<file path="config.mk">
export PLATFORM = sky130hd
export DESIGN_NAME = virtual_pe_nway
export DESIGN_NICKNAME = d
export VERILOG_FILES = /design/src/rtl/virtual_pe_nway.sv
export SDC_FILE = /design/constraint.sdc
export NUM_CORES = 1
export LEC_CHECK = 0
export CORE_UTILIZATION = 30
export CTS_BUF_LIST = sky130_fd_sc_hd__clkbuf_16
export CTS_CLUSTER_DIAMETER = 50
export DETAILED_ROUTE_END_ITERATION = 7
export PLACE_DENSITY = 0.63
export SLEW_MARGIN = 15
export SYNTH_ARGS = -nofsm -noshare
export SYNTH_HDL_FRONTEND = slang
export SYNTH_SLANG_ARGS = --single-unit
</file>
<file path="constraint.sdc">
create_clock -name clk -period 2.1 [get_ports clk]
set_clock_uncertainty 0.2 [all_clocks]
set_input_delay 0.21 -clock clk [delete_from_list [all_inputs] [get_ports clk]]
set_output_delay 0.21 -clock clk [all_outputs]
set_load 0.02 [all_outputs]
</file>
<file path="src/rtl/virtual_pe_nway.sv">
// Virtual PE: buffers one cast packet, waits PE_LAT cycles, then emits it (non-caster)
// or joins it with MERGE_N merge streams behind a stream-id header (caster). Optional watchdog: VPE_DEADLOCK_WD_EN.
module virtual_pe_nway #(
    parameter int DW             = 32,
    parameter int MERGE_N        = 2,
    parameter int FIFO_DEPTH     = 4,
    parameter int FIFO_DEPTH_LOG = 2,
    parameter int PKT_LEN        = 4,
    parameter int PE_LAT         = 2,
    parameter int IS_CASTER      = 0,
    parameter logic [9:0] STREAM_ID = 10'd0,
    parameter int WD_CYCLES      = 1024
) (
    input  logic                  clk,
    input  logic                  rstn,
    input  logic                  valid_i_cast,
    input  logic [DW-1:0]         data_i_cast,
    output logic                  ready_o_cast,
    output logic                  valid_o_cast,
    output logic [DW-1:0]         data_o_cast,
    input  logic                  ready_i_cast,
    input  logic [MERGE_N-1:0]    valid_i_merge,
    input  logic [MERGE_N*DW-1:0] data_i_merge,
    output logic [MERGE_N-1:0]    ready_o_merge,
    output logic                  valid_o_merge,
    output logic [DW-1:0]         data_o_merge,
    input  logic                  ready_i_merge,
    output logic                  stall_o
);
    localparam int CW = (PKT_LEN > 1) ? $clog2(PKT_LEN) : 1;
    localparam int LW = (PE_LAT > 1) ? $clog2(PE_LAT) : 1;
    localparam logic [FIFO_DEPTH_LOG:0] FULL_CNT = FIFO_DEPTH[FIFO_DEPTH_LOG:0];
    localparam logic [CW-1:0] LAST_CNT = CW'(PKT_LEN - 1);
    localparam logic [LW-1:0] LAST_LAT = LW'(PE_LAT - 1);

    typedef enum logic [1:0] {LOAD, WAIT, HEAD, EMIT} state_t;

    state_t                  state;
    state_t                  post_wait;
    logic [CW-1:0]           cnt;
    logic [LW-1:0]           wcnt;
    logic [DW-1:0]           fifo_mem [FIFO_DEPTH];
    logic [FIFO_DEPTH_LOG-1:0] wr_ptr, rd_ptr;
    logic [FIFO_DEPTH_LOG:0] count;
    logic [DW-1:0]           pkt_buf [PKT_LEN];
    logic                    full, empty, wr_en, pop;
    logic                    all_valid, head_acc, emit_acc;
    logic [DW-1:0]           merge_sum;

    assign full         = (count == FULL_CNT);
    assign empty        = (count == '0);
    assign ready_o_cast = ~full;
    assign wr_en        = valid_i_cast & ~full;
    assign pop          = (state == LOAD) & ~empty;
    assign all_valid    = &valid_i_merge;
    assign post_wait    = (IS_CASTER != 0) ? HEAD : EMIT;
    assign head_acc     = (state == HEAD) & ready_i_cast;
    assign emit_acc     = (state == EMIT) &
                          ((IS_CASTER != 0) ? (all_valid & ready_i_cast) : ready_i_merge);

    // Storage is not reset; reset only clears pointers and the packet counter.
    always_ff @(posedge clk) begin
        if (wr_en) fifo_mem[wr_ptr] <= data_i_cast;
        if (pop)   pkt_buf[cnt] <= fifo_mem[rd_ptr];
    end

    always_ff @(posedge clk) begin
        if (!rstn) begin
            wr_ptr <= '0;
            rd_ptr <= '0;
            count  <= '0;
        end else begin
            if (wr_en) wr_ptr <= wr_ptr + 1'b1;
            if (pop)   rd_ptr <= rd_ptr + 1'b1;
            case ({wr_en, pop})
                2'b10:   count <= count + 1'b1;
                2'b01:   count <= count - 1'b1;
                default: count <= count;
            endcase
        end
    end

    always_ff @(posedge clk) begin
        if (!rstn) begin
            state <= LOAD;
            cnt   <= '0;
            wcnt  <= '0;
        end else begin
            case (state)
                LOAD: if (pop) begin
                    if (cnt == LAST_CNT) begin
                        cnt   <= '0;
                        wcnt  <= '0;
                        state <= (PE_LAT == 0) ? post_wait : WAIT;
                    end else begin
                        cnt <= cnt + 1'b1;
                    end
                end
                WAIT: if (wcnt == LAST_LAT) begin
                    wcnt  <= '0;
                    state <= post_wait;
                end else begin
                    wcnt <= wcnt + 1'b1;
                end
                HEAD: if (ready_i_cast) state <= EMIT;
                EMIT: if (emit_acc) begin
                    if (cnt == LAST_CNT) begin
                        cnt   <= '0;
                        state <= LOAD;
                    end else begin
                        cnt <= cnt + 1'b1;
                    end
                end
                default: state <= LOAD;
            endcase
        end
    end

    always_comb begin
        merge_sum = pkt_buf[cnt];
        for (int n = 0; n < MERGE_N; n++) merge_sum = merge_sum + data_i_merge[n*DW +: DW];
    end

    always_comb begin
        valid_o_cast  = 1'b0;
        data_o_cast   = '0;
        valid_o_merge = 1'b0;
        data_o_merge  = '0;
        ready_o_merge = '0;
        if (IS_CASTER != 0) begin
            if (state == HEAD) begin
                valid_o_cast = 1'b1;
                data_o_cast  = DW'(STREAM_ID);
            end else if (state == EMIT) begin
                valid_o_cast  = all_valid;
                data_o_cast   = merge_sum;
                ready_o_merge = {MERGE_N{emit_acc}};
            end
        end else if (state == EMIT) begin
            valid_o_merge = 1'b1;
            data_o_merge  = pkt_buf[cnt];
        end
    end

`ifdef VPE_DEADLOCK_WD_EN
    localparam int WW = $clog2(WD_CYCLES + 1);
    localparam logic [WW-1:0] WD_T = WW'(WD_CYCLES);
    logic [WW-1:0] wd_cnt;
    logic          wd_inc, stall;

    // WAIT counts as a stall: nothing advances there either.
    assign wd_inc = ((state != LOAD) & ~(head_acc | emit_acc)) |
                    ((state == LOAD) & empty & (cnt != '0));

    always_ff @(posedge clk) begin
        if (!rstn) begin
            wd_cnt <= '0;
            stall  <= 1'b0;
        end else if (wd_inc) begin
            if (wd_cnt != WD_T)         wd_cnt <= wd_cnt + 1'b1;
            if (wd_cnt == WD_T - 1'b1)  stall  <= 1'b1;
        end else begin
            wd_cnt <= '0;
        end
    end
    assign stall_o = stall;
`else
    assign stall_o = 1'b0;
`endif
endmodule

</file>
==> results of run 1 <==
==> worst max path at each step <==
stage,from,end,slack (ns),cells after the start
2_1_floorplan,state[1],count[2],-0.04,8
3_5_place_dp,flop,data_o_merge[16],-0.18,4
3_3_place_gp,flop,data_o_merge[16],-0.19,4
5_1_grt,flop,data_o_merge[9],-0.31,4
6_report,flop,data_o_merge[9],-0.25,4
4_1_cts,flop,data_o_merge[7],-0.35,5
==> kinds of logic (layout without fill, tap and decap cells) <==
logic type | count (synthesis) | in the layout | synth area share
xor gates and xnor gates | 5 | 5 | 0.004117
adders and majority gates | 15 | 15 | 0.01835
and+or+nand+nor | 68 | 68 | 0.04035
DFF | 272 | 272 | 0.7529
muxes | 69 | 69 | 0.1402
AOI/OAI and AO/OA | 8 | 8 | 0.006000
other | 1 | 37 | 0.0003526
buffers and inverters | 61 | 157 | 0.03776
==> area by class of cell <==
type / instances / area [um^2] / area share
Tap cell: 455 / 569.3 / 0.04344
Clock inverter: 17 / 135.1 / 0.01031
Clock buffer: 27 / 675.6 / 0.05156
Inverter: 7 / 28.78 / 0.002196
Antenna cell: 1 / 2.502 / 0.0001909
Multi-Input combinational cell: 201 / 2462 / 0.1879
Timing Repair Buffer: 106 / 1212 / 0.09251
Sequential cell: 272 / 8019 / 0.6119
==> placed cells by master (no fill, tap or decap), types with 2 or more instances in the layout <==
cell	n
edfxtp_1	256
mux4_2	64
conb_1	36
clkdlybuf4s50_1	36
buf_6	35
and2_4	33
clkbuf_16	27
buf_4	17
buf_12	15
ha_1	13
inv_1	12
dfxtp_1	9
nand2_1	7
and2_1	6
nor2b_1	6
dfxtp_2	6
mux2i_1	5
and3_1	4
and2_2	4
xnor2_1	4
clkinv_1	4
nor2_1	2
a21boi_2	2
o21ai_0	2
bufinv_16	2
clkinv_2	2
==> metal layers <==
layer,global-route usage,up-vias
li1,-,2147
met1,0.1420,2373
met2,0.1717,100
met3,0.02705,33
met4,0.03077,4
met5,0,-
==> worst reg2reg max path, stage by stage, from the launching register on <==
cell      delay [ns]
dfxtp_2         0.34
inv_1           0.06
ha_1            0.21
o31a_2          0.14
ha_4            0.17
fa_2            0.33
xnor2_1         0.14
or3_1           0.32
a21boi_2        0.11
==> what timing repair did <==
item / in CTS / in global routing
setup endpoints to repair: 35 / 34
gates cloned: 2 / 0
pin swaps: 8 / 1
setup buffers: 3 / 1
gates resized for setup: 230 / 12
==> power by group through the flow <==
| stage | clock, mW | combinational (mW) | sequential [mW] |
|---|---|---|---|
| finish | 4.41 | 4.13 | 7.70 |
| global route | 4.71 | 4.53 | 7.79 |
| CTS | 4.52 | 4.33 | 7.71 |
| detailed placement | 0 | 4.05 | 7.80 |
| global placement | 0 | 4.00 | 7.76 |
| floorplan | 0 | 2.76 | 7.70 |
==> state kept, by name (all words and copies together) (netlist names), named ones only <==
| signal | flops |
|---|---|
| wcnt | 1 |
| wr_ptr | 2 |
| state | 2 |
| fifo_mem | 128 |
| rd_ptr | 2 |
| pkt_buf | 128 |
| cnt | 2 |
| count | 3 |
==> through the flow <==
| stage | setup slack (ns) | setup TNS, ns | power, mW |
|---|---|---|---|
| floorplan | -0.04131 | -0.04131 | 10.46 |
| finish | -0.2542 | -7.085 | 16.24 |
| global route | -0.3099 | -9.157 | 17.03 |
| global placement | -0.1894 | -4.955 | 11.75 |
| CTS | -0.3474 | -8.933 | 16.57 |
| detailed placement | -0.1809 | -4.787 | 11.85 |
==> key figures, run 1 <==
Power and ir drop
  • Net Sw Power: between 4 and 5 mW
  • Maximum VDD drop: just under 0.0007 V
  • Sw frac: 0.2588
  • Leak Pwr: between 4 and 5 nW
  • Pint: between 10 and 15 mW
  • Seq pwr share: 0.474
  • Pwr/cell area: ~1200 nW/um^2
  • Clk network pwr share: 0.271
  • Logic pwr share: 0.255

STA
  • Final worst slack: -0.2542 ns
  • Period utilisation layout: 1.121
  • Hold slack: roughly 0.12 ns
  • Final Hold Viols: 0
  • Final Max Tran Viols: 0
  • Final worst path period need: about 2.4 ns
  • RSZ-0062 raised after global routing: true
  • FMAX: ~0.42 GHz
  • Final setup vio count: 32

Route
  • DR vias/cell: roughly 4.3
  • DR WL met2: approximately 8.9 mm
  • WL met1: around 8.6 mm
  • Final WL: 18.89 mm
  • Initial drt markers: roughly 220
  • Drt wl/cell: 17.40 um
  • Top layer in use: met5
  • DRC: 0
  • Via count: approximately 4700
  • Routed wl met3: roughly 1.1 mm
  • Number of nets with antenna violations after routing: 0
  • Drt first pass iters: 4

Die
  • FP Rows: roughly 70
  • CORE AREA: 34710 um^2
  • Die Wd: roughly 190 um
  • Die Area: 36210 um^2
  • Die Ht: approximately 190 um
  • Io pins: ~170
  • Initial Util: 0.3064

CTS
  • CTS Root Buffer Type: clkbuf_16
  • Num CTS Buffers: 26
  • Cts hold-fix bufs: 0
  • H-tree lvl count: 1
  • CTS Buffer Depth: 3
  • CTS tree: built
  • Worst-Skew Late Latency: between 0.5 and 0.6 ns
  • CTS Sinks: 272
  • Reg clk slew, reported paths: about 0.060 ns

Min path
  • HP Class: in2reg
  • Worst hold path depth: 1
  • HP Start: data_i_cast[1]
  • Hold EP: fifo_mem[2][1]

Synth
  • Post-synth EDFFs: about 260
  • Syn Area/Cell: between 20 and 25 um^2
  • Asr flop ratio synth: 0
  • Mapped Cells: roughly 500
  • Sequential area share after synthesis: 0.7529
  • Synth warn: 0
  • Synth cell count leaders: edfxtp_1, mux4_2, and2_1, buf_4, dfxtp_1
  • Share of the synthesized area in the top cell type: 0.7227
  • #FFs+latches synth: between 200 and 300
  • Count leader, synth: edfxtp_1
  • Synth Flop Type: edfxtp_1
  • Cell taking the most area after synthesis: edfxtp_1
  • Ranking of synthesized cells by area: edfxtp_1, mux4_2, dfxtp_1
  • Distinct cells, synth: 35
  • Synthesized area: about 11000 um^2

Setup path
  • Reg2reg start: state[0]
  • Cell chain of the critical path: buf_12 -> mux4_2 -> and2_4 -> buf_6
  • Cell family with most CP delay: multiplexers
  • Worst EP arrival: a little under 2 ns
  • Type of origin of the critical path: flop
  • Crit Path Max Fanout: 7
  • Req. time, crit path: approximately 1.7 ns
  • Reg-to-Reg End: count[2]
  • Worst path bufs/invs: 2
  • Critical path type: reg2out
  • Reg2Reg Depth: 8
  • Worst path slowest cell: mux4_2
  • Flop-to-flop setup slack: approximately 0.020 ns
  • CP max stage delay: ~0.5 ns
  • CP Capture Type: primary output

Cells and area
  • Layout cell share with drive strength beyond 1: 0.3508
  • FILL cells: roughly 3100
  • Post-route cell area: ~13000 um^2
  • Fin cells: 1086
  • Area delta synth->final: 23.21%
  • Final core utilization: 0.3775
  • Post-layout nets: roughly 730

Global route
  • Vias in the first global route: about 4900
  • GRT Overall Usage: 0.1066
  • First-pass GRT wire length: around 29 mm
  • Largest net degree at the start of global routing: 36
  • Total grt overflow: 0
  • Initial antenna violation count: 3

Run
  • MaxCap Viol Count: 0

Outcome
  • Status: complete, but fails checks
  • Failing checks: setup timing

Placement
  • IO Port Bufs: 70
  • DP Wirelength: about 12 mm
  • Cells after DPL: slightly above 1000
  • Gpl congestion: ~0.66
  • Placed cell area: 12100 um^2
Power figures use the tool's default switching activity.
==> run 2, diff against run 1 <==
CORE_MARGIN = 5   (was not set)
clock period = 2 ns   (was 2.1 ns; I/O delays follow)
==> key figures, run 2 (synthesis results as in run 1) <==
CTS
  • Num CTS Buffers: 27 (+3.8%)
  • H-tree lvl count: 1 (unchanged)
  • CTS Root Buffer Type: clkbuf_16
  • Worst-Skew Late Latency: 0.52 ns (about the same)
  • CTS Sinks: 272 (unchanged)
  • CTS tree: built
  • Reg clk slew, reported paths: 0.06 ns (about the same)
  • CTS Buffer Depth: 3 (unchanged)

Route
  • DR vias/cell: 4.292 (about the same)
  • Via count: 4747 (+1.9%)
  • Drt first pass iters: 4 (unchanged)
  • Final WL: 19.81 mm (+4.8%)
  • DRC: 0 (unchanged)
  • Number of nets with antenna violations after routing: 0 (unchanged)
  • Initial drt markers: 309 (+42%)
  • Drt wl/cell: 17.91 um (+3.0%)

Outcome
  • Status: complete, but fails checks
  • Failing checks: setup timing

Die
  • Die Area: 39320 um^2 (+8.6%)
  • FP Rows: 69 (+1.5%)
  • Io pins: 173 (unchanged)
  • Die Wd: 198.3 um (+4.2%)
  • CORE AREA: 35310 um^2 (+1.7%)
  • Die Ht: 198.3 um (+4.2%)
  • Initial Util: 0.3012 (-0.005179)

Setup path
  • Reg2reg start: count[2]
  • CP max stage delay: 0.52 ns (about the same)
  • Cell family with most CP delay: multiplexers
  • Crit Path Max Fanout: 8 (+1)
  • Type of origin of the critical path: flop
  • CP Capture Type: primary output
  • Worst EP arrival: 1.93 ns (about the same)
  • Req. time, crit path: 1.60 ns (-0.09 ns)
  • Cell chain of the critical path: buf_12 -> mux4_2 -> and2_4 -> buf_6
  • Worst path slowest cell: mux4_2
  • Worst path bufs/invs: 2 (unchanged)
  • Critical path type: reg2out

Cells and area
  • Layout cell share with drive strength beyond 1: 0.3659 (+0.01510)
  • Area delta synth->final: 24.99%
  • Commonest non-fill, non-tap cell in the layout: edfxtp_1
  • Most frequent cells in the layout: edfxtp_1, mux4_2, conb_1, clkdlybuf4s50_1, buf_6
  • Post-route cell area: 13290 um^2 (+1.4%)
  • Post-layout nets: 744 (+1.6%)
  • Number of diodes: 0 (-1)
  • Biggest regs: fifo_mem x128, pkt_buf x128, count x3
  • FILL cells: 3186 (+1.6%)

Placement
  • Gpl congestion: 0.6908 (+5.2%)
  • IO Port Bufs: 70 (unchanged)
  • Placed cell area: 12240 um^2 (+1.2%)
  • DP Wirelength: 13.19 mm (+11%)

Power and ir drop
  • Maximum VDD drop: 0.0006021 V (-11%)
  • PnR Total Power: 17.14 mW (+5.5%)
  • Leak Pwr: 4.453 nW (+1.7%)
  • Pwr/cell area: 1290 nW/um^2 (+4.0%)

STA
  • Final Max Tran Viols: 0 (unchanged)
  • FMAX: between 0.4 and 0.5 GHz
  • Final worst path period need: approximately 2.3 ns
  • Final worst slack: -0.3258 ns (-0.07159 ns)
  • RSZ-0062 raised after global routing: true
  • Period utilisation layout: 1.163
  • Final Hold Viols: 0 (unchanged)
  • Final setup vio count: 34 (+6.3%)

Global route
  • Initial antenna violation count: 5 (+2)
  • First-pass GRT wire length: 29.68 mm (+1.6%)
  • GRT Overall Usage: 0.09821 (-0.008383)
  • Largest net degree at the start of global routing: 34 (-5.6%)
  • Vias in the first global route: 4846 (-0.62%)
  • Total grt overflow: 0 (unchanged)

Min path
  • HP Start: data_i_cast[5]
  • HP Class: in2reg

Run
  • MaxCap Viol Count: 0 (unchanged)
==> run 2: cell count changes in the layout (fill, tap and decap cells not counted), sizes merged <==
cell	before	now
buf	69	80
clkinv	7	10
inv	14	16
bufinv	2	1
clkbuf	27	28
clkdlybuf4s15	1	0
diode	1	0
==> run 2: area by class of cell <==
class                   instances  area [um^2]  area share
repair buffers                117         1375      0.1034
well taps                     461        576.8     0.04339
flip-flops and latches        272         8024      0.6036
clock buffers                  27        675.6     0.05082
clock inverters                21        121.4    0.009129
multi-input cells             201         2492      0.1875
inverters                       7        28.78    0.002165
==> run 2: layer usage <==
metal | part of all wire | up-vias | GRT usage | wire (um)
met1 | 0.42 | 2413 | 0.1325 | 8235
met2 | 0.50 | 112 | 0.1591 | 9821
li1 | - | 2177 | - | -
met3 | 0.067 | 35 | 0.02722 | 1337
met5 | 0.0032 | - | 0 | 63
met4 | 0.018 | 10 | 0.02372 | 351
==> run 2: per-stage QoR <==
stage / setup WS, ns / utilization / instances / hold slack (ns) / TNS [ns]
4_1_cts: -0.4525 / 0.3758 / 1108 / 0.09176 / -12.35
5_1_grt: -0.4147 / 0.3765 / 1106 / 0.1033 / -12.07
6_report: -0.3258 / 0.3765 / 1106 / 0.1158 / -9.486
3_5_place_dp: -0.2413 / 0.3467 / 1054 / 0.3051 / -6.704
2_1_floorplan: -0.1263 / - / 534 / 0.09887 / -0.1727
3_3_place_gp: -0.2394 / 0.3467 / 1054 / 0.3020 / -6.588
==> run 2: repair_timing <==
item / CTS / global route
gates cloned: 3 / 1
setup endpoints to repair: 37 / 38
buffers inserted: 3 / 0
resized for setup: 232 / 22
pin swaps: 14 / 17
hold buffers: 0 / 0
==> run 2: path summary, 6_finish.rpt <==
check | end | slack (ns) | depth (start not counted)
worst max-delay path | data_o_merge[30] | -0.33 | 4
worst min-delay path | fifo_mem[3][5] | 0.12 | 1
worst max register to register | count[2] | -0.05 | 8
worst min register to register | wr_ptr[1] | 0.31 | 2
==> run 2: report_power, final <==
part	switching, mW	leakage (nW)	internal, mW
Combinational	2.26	1.56	2.30
Sequential	0.290	2.48	7.77
Clock	1.95	0.414	2.57
